--- src/rtl/l0_buffer_status_controller.sv ---
// Tile sequencer for the L0 loading cycle counter: drives the weight/input/output buffer
// status codes, watches the returned load counts, then times compute and write-back per tile.
module l0_buffer_status_controller #(
    parameter int Nums_Pipeline_Stages                   = 4,
    parameter int L0_Weight_Nums                         = 2,
    parameter int L0_Input_Nums                          = 8,
    parameter int L0_Output_Nums                         = 8,
    parameter int Loading_From_Mem_Cycles_Start_Overhead = 100
) (
    input  logic        clk,
    input  logic        rst_n,
    input  logic        Start,
    input  logic [7:0]  Tile_Count,
    input  logic [10:0] Weight_Loading_From_Mem_Counter,
    input  logic [10:0] Input_Loading_From_Mem_Counter,
    input  logic [10:0] Output_Loading_From_Mem_Counter,
    output logic [1:0]  L0_Weight_Status,
    output logic [1:0]  L0_Input_Status,
    output logic [1:0]  L0_Output_Status,
    output logic        Counter_Clear,
    output logic        Compute_Active,
    output logic [4:0]  Compute_Step,
    output logic        Busy,
    output logic        Done
);

    localparam int Pipeline_Tail        = Nums_Pipeline_Stages - 1;
    localparam int Weight_Load_Cycles   = Loading_From_Mem_Cycles_Start_Overhead + L0_Weight_Nums;
    localparam int Input_Load_Cycles    = Loading_From_Mem_Cycles_Start_Overhead + L0_Input_Nums;
    localparam int Output_Load_Cycles   = Loading_From_Mem_Cycles_Start_Overhead + L0_Output_Nums;
    localparam int Output_Write_Cycles  = Loading_From_Mem_Cycles_Start_Overhead + L0_Output_Nums;
    localparam int L0_Computation_Steps = L0_Weight_Nums * L0_Output_Nums + Pipeline_Tail;

    localparam logic [10:0] WEIGHT_LAST = 11'(Weight_Load_Cycles - 1);
    localparam logic [10:0] INPUT_LAST  = 11'(Input_Load_Cycles - 1);
    localparam logic [10:0] OUTPUT_LAST = 11'(Output_Load_Cycles - 1);
    localparam logic [10:0] WRITE_LAST  = 11'(Output_Write_Cycles - 1);
    localparam logic [4:0]  STEP_LAST   = 5'(L0_Computation_Steps - 1);

    localparam logic [1:0] STATUS_EMPTY     = 2'b00;
    localparam logic [1:0] STATUS_LOADING   = 2'b01;
    localparam logic [1:0] STATUS_READY     = 2'b10;
    localparam logic [1:0] STATUS_WRITEBACK = 2'b11;

    typedef enum logic [2:0] {
        S_IDLE,
        S_CLEAR,
        S_LOAD,
        S_COMPUTE,
        S_WRITEBACK
    } state_t;

    state_t      state;
    logic [7:0]  tiles_left;
    logic [10:0] write_count;

    logic weight_hit;
    logic input_hit;
    logic output_hit;
    logic all_ready;

    // A load completes only on the exact terminal count while still loading;
    // overshooting counts are deliberately never treated as complete.
    assign weight_hit = (L0_Weight_Status == STATUS_LOADING) &&
                        (Weight_Loading_From_Mem_Counter == WEIGHT_LAST);
    assign input_hit  = (L0_Input_Status == STATUS_LOADING) &&
                        (Input_Loading_From_Mem_Counter == INPUT_LAST);
    assign output_hit = (L0_Output_Status == STATUS_LOADING) &&
                        (Output_Loading_From_Mem_Counter == OUTPUT_LAST);
    assign all_ready  = (L0_Weight_Status == STATUS_READY) &&
                        (L0_Input_Status == STATUS_READY) &&
                        (L0_Output_Status == STATUS_READY);

    always_ff @(posedge clk) begin
        if (!rst_n) begin
            state            <= S_IDLE;
            tiles_left       <= 8'd0;
            write_count      <= 11'd0;
            L0_Weight_Status <= STATUS_EMPTY;
            L0_Input_Status  <= STATUS_EMPTY;
            L0_Output_Status <= STATUS_EMPTY;
            Counter_Clear    <= 1'b0;
            Compute_Active   <= 1'b0;
            Compute_Step     <= 5'd0;
            Busy             <= 1'b0;
            Done             <= 1'b0;
        end else begin
            Counter_Clear <= 1'b0;
            Done          <= 1'b0;
            case (state)
                S_IDLE: begin
                    if (Start) begin
                        if (Tile_Count != 8'd0) begin
                            tiles_left    <= Tile_Count;
                            state         <= S_CLEAR;
                            Counter_Clear <= 1'b1;
                            Busy          <= 1'b1;
                        end else begin
                            Done <= 1'b1;
                        end
                    end
                end

                S_CLEAR: begin
                    L0_Weight_Status <= STATUS_LOADING;
                    L0_Input_Status  <= STATUS_LOADING;
                    L0_Output_Status <= STATUS_LOADING;
                    state            <= S_LOAD;
                end

                S_LOAD: begin
                    if (weight_hit) L0_Weight_Status <= STATUS_READY;
                    if (input_hit)  L0_Input_Status  <= STATUS_READY;
                    if (output_hit) L0_Output_Status <= STATUS_READY;
                    if (all_ready) begin
                        state          <= S_COMPUTE;
                        Compute_Active <= 1'b1;
                        Compute_Step   <= 5'd0;
                    end
                end

                S_COMPUTE: begin
                    if (Compute_Step == STEP_LAST) begin
                        state            <= S_WRITEBACK;
                        Compute_Active   <= 1'b0;
                        Compute_Step     <= 5'd0;
                        L0_Weight_Status <= STATUS_EMPTY;
                        L0_Input_Status  <= STATUS_EMPTY;
                        L0_Output_Status <= STATUS_WRITEBACK;
                        write_count      <= 11'd0;
                    end else begin
                        Compute_Step <= Compute_Step + 5'd1;
                    end
                end

                // Write-back length is self-timed; the external output counter is not consulted here.
                S_WRITEBACK: begin
                    if (write_count == WRITE_LAST) begin
                        L0_Output_Status <= STATUS_EMPTY;
                        tiles_left       <= tiles_left - 8'd1;
                        if (tiles_left == 8'd1) begin
                            state <= S_IDLE;
                            Busy  <= 1'b0;
                            Done  <= 1'b1;
                        end else begin
                            state         <= S_CLEAR;
                            Counter_Clear <= 1'b1;
                        end
                    end else begin
                        write_count <= write_count + 11'd1;
                    end
                end

                default: begin
                    state            <= S_IDLE;
                    L0_Weight_Status <= STATUS_EMPTY;
                    L0_Input_Status  <= STATUS_EMPTY;
                    L0_Output_Status <= STATUS_EMPTY;
                    Compute_Active   <= 1'b0;
                    Compute_Step     <= 5'd0;
                    Busy             <= 1'b0;
                end
            endcase
        end
    end

endmodule

--- config.mk ---
export PLATFORM = sky130hd
export DESIGN_NAME = l0_buffer_status_controller
export DESIGN_NICKNAME = d
export VERILOG_FILES = /design/src/rtl/l0_buffer_status_controller.sv
export SDC_FILE = /design/constraint.sdc
export NUM_CORES = 1
export LEC_CHECK = 0
export CORE_MARGIN = 4
export CORE_UTILIZATION = 53
export DETAILED_ROUTE_END_ITERATION = 10
export DONT_BUFFER_PORTS = 1
export MAX_ROUTING_LAYER = met4
export PLACE_DENSITY = 0.68
export REMOVE_ABC_BUFFERS = 1
export SETUP_SLACK_MARGIN = 0.15
export SYNTH_ARGS = -nofsm -noshare
export SYNTH_HDL_FRONTEND = slang
export SYNTH_SLANG_ARGS = --single-unit
--- constraint.sdc ---
create_clock -name clk -period 5.3 [get_ports clk]
set_input_delay 0.265 -clock clk [delete_from_list [all_inputs] [get_ports clk]]
set_output_delay 0.265 -clock clk [all_outputs]
set_load 0.03 [all_outputs]
==> Yosys cells after proc, flatten, opt, wreduce, memory -nomap -nowiden <==
Index checks and enable logic that the tools add are counted.
{ "classes": {"shifts": 0, "n_div": 0, "magnitude_cmp": 0, "eq_ne": 26, "add_sub_neg": 3, "n_reduce_logical": 21, "n_bitwise": 4, "n_mux": 44, "mul": 0} }
{ "op_table": {"columns": ["op", "count"], "rows": [
  ["$eq 11x7->1 const B", 4],
  ["$mux 8", 3],
  ["$mux 11", 2],
  ["$pmux 11 s2", 1],
  ["$ne 2x2->1 const B", 10],
  ["$pmux 2 s4", 2],
  ["$pmux 8 s2", 1],
  ["$mux 1", 15],
  ["$mux 3", 5],
  ["$pmux 3 s5", 1],
  ["$pmux 5 s3", 1],
  ["$mux 2", 6],
  ["$reduce_and 3->1", 4],
  ["$add 11x1->11 const B", 1],
  ["$mux 5", 2],
  ["$pmux 2 s5", 1],
  ["$reduce_and 5->1", 2],
  ["$eq 8x1->1 const B", 1],
  ["$reduce_and 4->1", 2],
  ["$reduce_bool 8->1", 1],
  ["$sub 8x1->8 const B", 1],
  ["$eq 2x1->1 const B", 3],
  ["$eq 2x2->1 const B", 3],
  ["$eq 3x2->1 const B", 2],
  ["13 further kinds", 24]
]} }
{ "word_totals": {"romBits": 0, "regBits": 37, "latchBits": 0, "ram_bits": 0, "mem_count": 0, "word_cells": 109} }

==> Logic depth before layout (Yosys ltp) <==
Gate-level depths: netlist of run 1.
{ "depth": {"ltp_word": 5, "ltp_mapped": 8} }

==> Worst setup path after synthesis of run 1 <==
OpenSTA, ideal clock, no wires.
{ "synth_path": {"kind": "flip-flop to flip-flop", "from": "register Compute_Step[1]", "to": "register write_count[10]", "period_less_slack_ns": 2.137, "t_arrival_ns": 2.068, "setup_time_ns": 0.070, "slack_ns": 3.163, "required_time_ns": 5.230, "path_stages_with_launch": 8, "cell_sequence": "dfxtp_1 ha_1 nor4bb_1 and3_1 buf_2 o211ai_2 or3_1 a21oi_1"} }
{ "synth_between": {"elab_chain_cells": 3} }
{ "synth_lines": {"columns": ["item", "line_no", "source"], "rows": [
  ["start, declared", "22", "output logic [4:0] Compute_Step,"],
  ["start signal, assigned", "132", "Compute_Step <= Compute_Step + 5'd1;"],
  ["$eq 5x5->1", "123", "if (Compute_Step == STEP_LAST) begin"],
  ["$ne 2x2->1 (no line)", null, null],
  ["$reduce_and 3->1 (no line)", null, null],
  ["end signal, assigned", "150", "write_count <= write_count + 11'd1;"],
  ["end, declared", "55", "logic [10:0] write_count;"]
]} }
Every way passes these cells.
A chain may end at the register's enable or synchronous reset.

==> Worst setup path in the final report of run 1 <==
{ "layout_path": {"from": "register Compute_Step[1]", "to": "register write_count[9]"} }
The elaborated chain is that of the path after synthesis.

==> out/qor.yml, run 1 <==
worstSetupEndpoint: "write_count[9]"
area_growth_syn_to_layout_pct: 4.10
yosysMostFrequentCell: "dfxtp_1"
slowest_stage: "dfxtp_1"
maxSlewHeadroom_pct: 58.3
clk_latency_ps: 280
placementRows: 22
r2r_slack_ps: 2800
critical_path.cell_chain: "ha_1, nor4bb_1, and3_1, nand2b_1, nor2_1"
p_leak_nw: 0.803
synth_seq_cells: 37
critPathTopFamily: "simple AND/OR/NAND/NOR gates"
async_flop_share_pct: 0
outcome: "completed"
core-area_sq_mm: 0.00380
postCtsSetupBuffers: 0
n_antenna_cell: 0
crit_path_start: "Compute_Step[1]"
hpwl_mm: 3.37
yosys_most_used_dff: "dfxtp_1"
ir_worst_vdd_v: 0.000202
start_util_pct: 57.0
drtPass1Iterations: 4
cp-start-kind: "flip-flop"
synth_top_area_share_pct: 34.2
slew_viol_final: 0
cts_resized: 0
yosysTopAreaCell: "dfxtp_1"
end_kind: "flip-flop"
crit_type: "flip-flop to flip-flop"
cts_root_buffer: "clkbuf_8"
tritoncts: "done"
clk_path_buf_depth: 2
p_total_mw: 0.608
die-height_um: 71.9
io_pins: 59
drc: 0
r2r-start: "Compute_Step[1]"
drt_wl_total_mm: 4.63
syn_area_sq_mm: 0.00216
cp.required_ps: 5450
final_nets: 304
grt_pass1_wl_mm: 7.89
arrival_ps: 2650
grt_overflow: 0
syn_avg_cell_area_sq_um: 8.36
clkSlewWorstSetupHoldPaths_ps: 70
grt_max_degree: 29
wl_per_cell_um: 15.2
period_share_pct: 47.2
portBuffers: 0
synth-edff-count: 0
die_area_sq_mm: 0.00517
rsz0062_at_grt: "no"
grt_antenna_before_repair: 0
hold_buffers: 0
holdPathStages: 2
regToRegEndpoint: "write_count[9]"
viasPerCell: 6.07
ys_types: 60
drive_gt1_share_pct: 10.5
fin_tns_setup_ps: 0
vias: 1845
dp.cells: 296
powerDensity_mw_per_mm2: 270
grtUsageTotal_pct: 19.2
post-route-min-period_ps: 2500
cpPeakStageDelay_ps: 600
cts.sinks: 37
htree_num_levels: 2
fin_skew_ps: 4.76
die_w_um: 71.9
whs_ps: 95.5
gp_congestion: 0.827
synth_seq_area_share_pct: 34.2
cts-buffers-inserted: 5
cp.buffers_inverters: 0
path_max_fanout: 11
synth.top_cells.by_count: "dfxtp_1 (37), nand2_1 (24), nor2_1 (22), o21ai_0 (19), a21oi_1 (16)"
worst_pin_slew_ps: 625
setup_viol: 0
maxCapViolCount: 0
hold_class: "input port to flip-flop"
hold_violations: 0
r2r_cells: 5
fmax_ghz: 0.400
ant_nets: 0
path_depth: 5
instances_no_fill: 304
first_iter_violations: 98
yosysWarnings: 0
netlist_top_cells_area: "dfxtp_1 (34%), o21ai_0 (4.4%), nand2_1 (4.2%)"
netlist_instances: 259
grt_pass1_vias: 1788
-- cell type report --
type | instances | area (sq um)
fill | 353 | 1550
clock buffer | 6 | 72.6
inverter | 11 | 41.3
tap | 48 | 60.1
multi-input combinational | 200 | 1330
clock inverter | 2 | 10.0
sequential | 37 | 741
-- kinds of logic (layout without fill, tap and decap cells) --
logic type               count (synthesis)  in the layout  synth area share, %
AND/OR/NAND/NOR                        110            110                 29.8
AO/OA/AOI/OAI                           70             70                 22.5
buffers and inverters                   22             19                 4.39
XOR/XNOR                                13             13                 5.26
flip-flops                              37             37                 34.2
adder cells (fa/ha/maj)                  6              6                 3.35
multiplexers                             1              1                0.462
-- flip-flops by register name, summed over array words and instances (netlist names) --
register and cells:
L0_Input_Status 2, Busy 1, L0_Output_Status 2, state 3, L0_Weight_Status 2, Compute_Active 1
Compute_Step 5, tiles_left 8, Counter_Clear 1, Done 1, write_count 11
-- metal layers --
layer	vias up	part of all wire, %	track usage (%)
met1	834	46	24.1
met5	-	0	-
met3	4	7.7	4.43
met4	0	0.71	5.01
li1	938	-	-
met2	69	45	31.2
-- worst min-delay path by stage --
stage | start | endpoint | slack, ps
floorplan | rst_n | tiles_left[5] | 380
global placement | rst_n | tiles_left[7] | 390
detailed placement | rst_n | tiles_left[7] | 390
CTS | rst_n | tiles_left[5] | 90
global route | rst_n | tiles_left[7] | 80
finish | rst_n | tiles_left[7] | 100
-- report_power, final --
group,internal [mW],switching (mW),leakage (nW)
clock network,0.0912,0.0977,0.0450
registers,0.293,0.0325,0.301
logic,0.0414,0.0525,0.458
-- cell usage in the layout, fill, tap and decap left out, types with 4 or more instances in the layout --
master | Yosys | layout
o21ai_0 | 19 | 19
nor2_1 | 22 | 22
xor2_1 | 5 | 5
ha_1 | 5 | 5
nor2b_1 | 9 | 9
nand4_1 | 4 | 4
a21oi_1 | 16 | 16
nor3_1 | 4 | 4
nand2_1 | 24 | 24
dfxtp_1 | 37 | 37
clkbuf_8 | 0 | 5
nand3_1 | 8 | 8
xnor2_1 | 8 | 8
inv_1 | 10 | 10
or3_1 | 4 | 4
-- through the flow --
step	setup WS, ps	instance area [sq um]	util (%)
CTS	2830	2250	59.3
global placement	2920	2170	57.1
detailed placement	2830	2170	57.1
global route	2560	2250	59.3
floorplan	3100	2110	-
finish	2800	2250	59.3
(Power assumes the default switching activity.)
==> run 2, diff against run 1 <==
==> constraint.sdc (replaced) <==
create_clock -name clk -period 2.5 [get_ports clk]
set_input_delay 0.125 -clock clk [delete_from_list [all_inputs] [get_ports clk]]
set_output_delay 0.125 -clock clk [all_outputs]
set_load 0.03 [all_outputs]
==> out/qor.yml, run 2 (synthesized netlist as in run 1, its figures left out) <==
tritoncts: "done"
hold_violations: 0
clk_latency_ps: 280
placementRows: 22
grt_pass1_wl_mm: 7.54
worst_pin_slew_ps: 742
die_area_sq_mm: 0.00517
path_max_fanout: 6
r2r_slack_ps: 310
maxSlewHeadroom_pct: 50.4
gp_congestion: 0.795
post-route-min-period_ps: 2190
regToRegEndpoint: "tiles_left[4]"
final_nets: 317
fmax_ghz: 0.457
outcome: "completed"
maxCapViolCount: 0
first_iter_violations: 169
r2r_cells: 7
start_util_pct: 57.0
final_cell_mix: "dfxtp_1 (37), nand2_1 (24), nor2_1 (22), o21ai_0 (19), a21oi_1 (16)"
grt_antenna_before_repair: 0
top_regs: "write_count x11, tiles_left x8, Compute_Step x5"
die-height_um: 71.9
area_growth_syn_to_layout_pct: 9.13
slew_viol_final: 0
whs_ps: 17.6
htree_num_levels: 2
grtUsageTotal_pct: 18.8
worstSetupEndpoint: "tiles_left[4]"
drc: 0
cts_resized: 0
end_kind: "flip-flop"
drtPass1Iterations: 4
clk_path_buf_depth: 2
die_w_um: 71.9
portBuffers: 0
crit_type: "flip-flop to flip-flop"
rsz0062_at_grt: "no"
p_leak_nw: 0.867
period_share_pct: 87.6
fin_skew_ps: 4.53
cp-start-kind: "flip-flop"
largest-register: "write_count"
cp.required_ps: 2710
viasPerCell: 5.97
cts-buffers-inserted: 5
cts.sinks: 37
drt_wl_total_mm: 4.84
wl_per_cell_um: 15.3
io_pins: 59
fin_tns_setup_ps: 0
vias: 1887
largest_reg_flops: 11
hpwl_mm: 3.56
grt_pass1_vias: 1647
crit_path_start: "write_count[0]"
cts_root_buffer: "clkbuf_8"
n_antenna_cell: 0
arrival_ps: 2400
grt_overflow: 0
core-area_sq_mm: 0.00380
r2r-start: "write_count[0]"
hold_class: "input port to flip-flop"
ant_nets: 0
clkSlewWorstSetupHoldPaths_ps: 70
grt_max_degree: 21
powerDensity_mw_per_mm2: 563
layout_commonest_cell: "dfxtp_1"
ir_worst_vdd_v: 0.000358
drive_gt1_share_pct: 14.2
setup_viol: 0
[run 2: cell types whose count changed in the layout (fill, tap and decap cells not counted)]
cell | before | now
buf_4 | 0 | 11
dlygate4sd3_1 | 0 | 1
clkinv_2 | 2 | 0
clkbuf_8 | 5 | 6
o22ai_2 | 0 | 1
[run 2: worst min-delay path by stage]
stage           from             endpoint  slack (ps)  depth (start not counted)
6_report       rst_n  L0_Output_Status[1]          20                          2
5_1_grt        rst_n             state[1]           8                          1
4_1_cts        rst_n  L0_Output_Status[1]           3                          2
3_5_place_dp   rst_n        tiles_left[7]         250                          2
3_3_place_gp   rst_n        tiles_left[5]         250                          2
2_1_floorplan  rst_n        tiles_left[5]         240                          2
[run 2: area by class of cell]
class	instances	area, sq um
Sequential cell	37	741
Clock buffer	7	86.3
Multi-Input combinational cell	201	1340
Fill cell	359	1440
Inverter	11	41.3
Timing Repair Buffer	12	92.6
Tap cell	48	60.1
[run 2: layer usage]
| layer | vias up | share of wire (%) | track usage, % |
|---|---|---|---|
| li1 | 972 | - | - |
| met1 | 860 | 46 | 24.6 |
| met2 | 53 | 46 | 29.2 |
| met3 | 2 | 6.7 | 4.29 |
| met4 | 0 | 0.35 | 5.64 |
| met5 | - | 0 | - |
[run 2: repair_timing]
| item | 4_1_cts | 5_1_grt |
|---|---|---|
| hold endpoints to repair | 21 | 0 |
| setup endpoints to repair | 0 | 3 |
| setup buffers | 0 | 1 |
| hold buffers | 1 | 0 |
[run 2: stage by stage]
step	setup WS (ps)	std cells	total power, mW	cell area (sq um)	utilization, %
finish	310	316	1.33	2360	62.2
global route	152	316	1.41	2360	62.2
CTS	247	314	1.34	2340	61.7
detailed placement	283	306	0.910	2250	59.1
global placement	328	306	0.907	2250	59.1
floorplan	303	248	0.857	2110	-
[run 2: critical path, stage by stage (launching register included)]
cell     delay (ps)
dfxtp_1         400
ha_1            250
or4b_4          500
or3_4           410
o22ai_4         170
buf_4           200
nand3_1          70
o21ai_0         110
[run 2: where the power goes]
group / switching (mW) / total, mW / internal (mW)
clock network: 0.198 / 0.417 / 0.219
logic: 0.131 / 0.232 / 0.100
registers: 0.0598 / 0.680 / 0.620
